===== src/rtl/key_event_decoder.sv =====
// key_event_decoder
//   Turns the debounced key level into single-cycle key events (press,
//   release, long-press, auto-repeat) for the time-set control FSM.
//   Timing comes from an internal tick prescaler counting CLK cycles.
//
// Ports:
//   CLK         in   system clock, rising edge
//   RST         in   synchronous reset, active-high
//   Key_In      in   debounced key level, 1 = pressed (synchronous to CLK)
//   Repeat_En   in   1 = enter auto-repeat after a long press
//   Press_Sig   out  one-cycle pulse on press
//   Release_Sig out  one-cycle pulse on release
//   Long_Sig    out  one-cycle pulse when the hold reaches LONG_MS ticks
//   Repeat_Sig  out  one-cycle pulse every REPEAT_MS ticks in auto-repeat
//   Key_Held    out  level, 1 while the FSM is not IDLE
module key_event_decoder #(
  parameter int unsigned TICK_DIV  = 6,
  parameter int unsigned LONG_MS   = 10,
  parameter int unsigned REPEAT_MS = 4
) (
  input  logic CLK,
  input  logic RST,
  input  logic Key_In,
  input  logic Repeat_En,
  output logic Press_Sig,
  output logic Release_Sig,
  output logic Long_Sig,
  output logic Repeat_Sig,
  output logic Key_Held
);

  localparam int unsigned CNT_W = 8;

  localparam logic [CNT_W-1:0] TICK_LAST   = CNT_W'(TICK_DIV - 1);
  localparam logic [CNT_W-1:0] LONG_LAST   = CNT_W'(LONG_MS - 1);
  localparam logic [CNT_W-1:0] REPEAT_LAST = CNT_W'(REPEAT_MS - 1);

  typedef enum logic [1:0] {
    S_IDLE    = 2'd0,
    S_PRESSED = 2'd1,
    S_REPEAT  = 2'd2,
    S_HOLD    = 2'd3
  } state_t;

  state_t             state_q, state_d;
  logic               key_q, key_d;
  logic [CNT_W-1:0]   presc_q, presc_d;
  logic [CNT_W-1:0]   ms_q, ms_d;
  logic               press_q, press_d;
  logic               rel_q, rel_d;
  logic               long_q, long_d;
  logic               rpt_q, rpt_d;
  logic               held_q, held_d;

  logic               press_edge_c;
  logic               rel_edge_c;
  logic               tick_c;

  assign press_edge_c = Key_In & ~key_q;
  assign rel_edge_c   = ~Key_In & key_q;
  assign tick_c       = (presc_q == TICK_LAST);

  // Next-state, counter and event logic
  always_comb begin
    state_d = state_q;
    key_d   = Key_In;
    presc_d = tick_c ? '0 : presc_q + CNT_W'(1);
    ms_d    = tick_c ? ms_q + CNT_W'(1) : ms_q;
    press_d = 1'b0;
    rel_d   = 1'b0;
    long_d  = 1'b0;
    rpt_d   = 1'b0;

    case (state_q)
      S_IDLE: begin
        // Counters parked at zero so the press edge starts a clean hold
        presc_d = '0;
        ms_d    = '0;
        if (press_edge_c) begin
          press_d = 1'b1;
          state_d = S_PRESSED;
        end
      end
      S_PRESSED: begin
        // Release wins over a long threshold landing on the same edge
        if (rel_edge_c) begin
          rel_d   = 1'b1;
          state_d = S_IDLE;
        end else if (tick_c && (ms_q == LONG_LAST)) begin
          long_d = 1'b1;
          if (Repeat_En) begin
            state_d = S_REPEAT;
            ms_d    = '0;
          end else begin
            state_d = S_HOLD;
          end
        end
      end
      S_REPEAT: begin
        if (rel_edge_c) begin
          rel_d   = 1'b1;
          state_d = S_IDLE;
        end else if (!Repeat_En) begin
          state_d = S_HOLD;
        end else if (tick_c && (ms_q == REPEAT_LAST)) begin
          rpt_d = 1'b1;
          ms_d  = '0;
        end
      end
      S_HOLD: begin
        if (rel_edge_c) begin
          rel_d   = 1'b1;
          state_d = S_IDLE;
        end
      end
      default: begin
        state_d = S_IDLE;
      end
    endcase

    held_d = (state_d != S_IDLE);
  end

  // State and output registers; history reset to 1 so a key held
  // through reset never reports a press
  always_ff @(posedge CLK) begin
    if (RST) begin
      state_q <= S_IDLE;
      key_q   <= 1'b1;
      presc_q <= '0;
      ms_q    <= '0;
      press_q <= 1'b0;
      rel_q   <= 1'b0;
      long_q  <= 1'b0;
      rpt_q   <= 1'b0;
      held_q  <= 1'b0;
    end else begin
      state_q <= state_d;
      key_q   <= key_d;
      presc_q <= presc_d;
      ms_q    <= ms_d;
      press_q <= press_d;
      rel_q   <= rel_d;
      long_q  <= long_d;
      rpt_q   <= rpt_d;
      held_q  <= held_d;
    end
  end

  assign Press_Sig   = press_q;
  assign Release_Sig = rel_q;
  assign Long_Sig    = long_q;
  assign Repeat_Sig  = rpt_q;
  assign Key_Held    = held_q;

endmodule

===== config.mk =====
export PLATFORM = sky130hd
export DESIGN_NAME = key_event_decoder
export DESIGN_NICKNAME = d
export VERILOG_FILES = /design/src/rtl/key_event_decoder.sv
export SDC_FILE = /design/constraint.sdc
export NUM_CORES = 1
export LEC_CHECK = 0
export CORE_MARGIN = 2
export CORE_UTILIZATION = 30
export DETAILED_ROUTE_END_ITERATION = 6
export PLACE_DENSITY = 0.53
export SLEW_MARGIN = 20
export SYNTH_ARGS = -nofsm -noshare
export SYNTH_HDL_FRONTEND = slang
export SYNTH_SLANG_ARGS = --single-unit

===== constraint.sdc =====
create_clock -name CLK -period 4.25 [get_ports CLK]
set_input_delay 0.85 -clock CLK [delete_from_list [all_inputs] [get_ports CLK]]
set_output_delay 0.85 -clock CLK [all_outputs]
set_load 0.01 [all_outputs]

==> results.toml <==
[layout]
layout.nets = 137
diodes = 0
drive_gt1_frac = 0.0859
fillCellCount = 335
fin_cells = 174
area_growth_pct = 15.4
stdcell_area_sq_um = 1240

[routing]
wl_per_cell_microns = 11.5
drt_iter0_drc = 46
ant_nets = 0
wl_microns = 2000
drtPass1Iterations = 4
vias = 855
via_per_inst = 4.91
route.detailed.drc = 0

[hold_path]
hp-start = "ms_q[7]$_SDFF_PP0_"
hold_class = "flop to flop"

[worst_setup_path]
path_cells = "clkdlybuf4s50_1, or3b_4, o41ai_4, a211oi_1"
cp.arrival_ns = 2.37
crit_family = "compound AO/OA/AOI/OAI gates"
worstSetupStartpointType = "input port"
end_kind = "flop"
crit_fanout = 8
path_class = "input port to flop"
r2r-start = "ms_q[7]$_SDFF_PP0_"
startpoint = "Repeat_En"
cpPeakStageDelay_ns = 0.53
cp_slowest_cell = "o41ai_4"
rrSetupSlack_ns = 2.15
path_buf_inv = 1
worstPathRequired_ns = 4.43

[place]
io_buffers = 8
routabilityCongestion = 0.785
placed_area_sq_um = 1200
placed_cells = 170
dpl.hpwl_microns = 1450
preCtsSetupSlack_ns = 1.71

[clock_tree]
tritoncts = "yes"
holdBufCountCts = 0
cts_resized = 0
clk_pin_slew_ns = 0.14
cts_buffers = 3
ctsHtreeMaxLevel = 1
clock_path_buffers = 2
clockRootBuffer = "clkbuf_4"
clk_latency_ns = 0.32
post-cts-setup-buffer-count = 0
cts_sinks = 24

[timing]
fin_crit_sh = 0.516
setup_ws_ns = 2.06
hold_viol = 0
finalSetupTns_ns = 0
fmax_mhz = 456
tightest_slew_ns = 0.523
relSlewSlack = 0.650
min_period_ns = 2.19
rsz0062_at_grt = "no"
timing.final.max_slew_violations = 0
setup_viol = 0
finalClockSkew_ns = 0.0132

[floorplanning]
rows = 21
die_x_microns = 63.9
io_pins = 9
die_area_sq_um = 4080
start_util = 0.317
core_area_sq_um = 3390
die_h_microns = 63.9

[synth]
ys_ff_latch = 24
synth_area_sq_um = 1070
yosys_warnings = 0
synth_top_flop_cell = "dfxtp_1"
syn-num-nets = 126
async_flop_share = 0
yosysUniqueCellTypes = 34
ys_seq_area_frac = 0.447
synth.avg_cell_area_sq_um = 9.11
synth_cells = 118
synth_edf_count = 0

[global_routing]
grt_pass1_vias = 821
antenna_found_initial = 0
grt_pass1_wl_microns = 3530
grt_max_degree = 14
grt.overflow.total = 0
grt.total_usage = 0.108

[power]
power.density_nw_per_um2 = 294
finalPower_mw = 0.365
ir_drop_mv = 0.181
p_leak_nw = 0.439

[status]
outcome = "complete, no violations"

[job]
max-cap-violations = 0
[tightest hold or removal path, cell delays in order, from the launching register on]
cell	delay, ns
dfxtp_1	0.35
o31ai_1	0.06
a21oi_1	0.05
[stage by stage]
step | hold WS (ns) | util
after floorplan | 0.451 | -
after CTS | 0.497 | 0.366
final | 0.497 | 0.366
after global routing | 0.513 | 0.366
after global placement | 0.469 | 0.355
after detailed placement | 0.475 | 0.355
[registers in the layout, indices dropped and copies added, names as in the netlist]
signal / count
Key_Held: 1
Repeat_Sig: 1
presc_q: 8
Press_Sig: 1
ms_q: 8
state_q: 2
Long_Sig: 1
Release_Sig: 1
key_q: 1
[cells in the mapped netlist (2+ instances only)]
library cell,count,area share
o31ai_1,4,0.028
o21ai_0,2,0.0093
a21oi_1,4,0.019
inv_1,4,0.014
ha_1,4,0.047
nand3_1,10,0.047
nor2_1,17,0.059
xnor2_1,2,0.016
xor2_1,7,0.057
nor3_1,2,0.0093
dfxtp_1,24,0.45
and3_1,5,0.029
nand2_1,9,0.031
or4_1,2,0.014
nor3b_1,2,0.014
or2_2,2,0.012
[metal layers]
layer	vias up	wire, microns	GRT usage
li1	437	-	-
met1	403	1020	0.128
met2	13	886	0.182
met3	2	80	0.0405
met4	0	13	0.0245
met5	-	0	0
[area by class of cell]
type / count / area, sq um / share of cell area
clock buffer: 4 / 36.3 / 0.0293
inverter: 4 / 15.0 / 0.0121
multi-input combinational: 88 / 571 / 0.460
sequential: 24 / 480 / 0.387
tap: 46 / 57.6 / 0.0464
timing repair buffer: 8 / 80.1 / 0.0646
[worst paths after layout]
path / to / cells past startpoint
setup / recovery: ms_q[1]$_SDFF_PP0_ / 4
hold reg to reg: ms_q[7]$_SDFF_PP0_ / 2
hold / removal: ms_q[7]$_SDFF_PP0_ / 2
setup reg to reg: ms_q[1]$_SDFF_PP0_ / 4
[power breakdown]
group	total [mW]	internal, mW	switching [mW]
Sequential	0.229	0.227	0.00156
Clock	0.121	0.0524	0.0687
Combinational	0.0152	0.00750	0.00768
[cell usage in the layout, fill, tap and decap left out, types with 2 or more instances in the layout]
| cell | n |
|---|---|
| or4_1 | 2 |
| and3_1 | 5 |
| clkdlybuf4s50_1 | 8 |
| clkbuf_4 | 3 |
| a21oi_1 | 4 |
| or2_2 | 2 |
| nor3_1 | 2 |
| nand3_1 | 10 |
| xor2_1 | 7 |
| o31ai_1 | 4 |
| nor3b_1 | 2 |
| nand2_1 | 9 |
| nor2_1 | 17 |
| dfxtp_1 | 24 |
| xnor2_1 | 2 |
| o21ai_0 | 2 |
| ha_1 | 4 |
| inv_1 | 4 |
[cells by family after synthesis]
kind of cell,synth area share
AOI/OAI and AO/OA,0.112
xor gates and xnor gates,0.0733
DFF,0.447
adders and majority gates,0.0466
buffers and inverters,0.0221
and+or+nand+nor,0.299
Power figures use the tool's default switching activity.
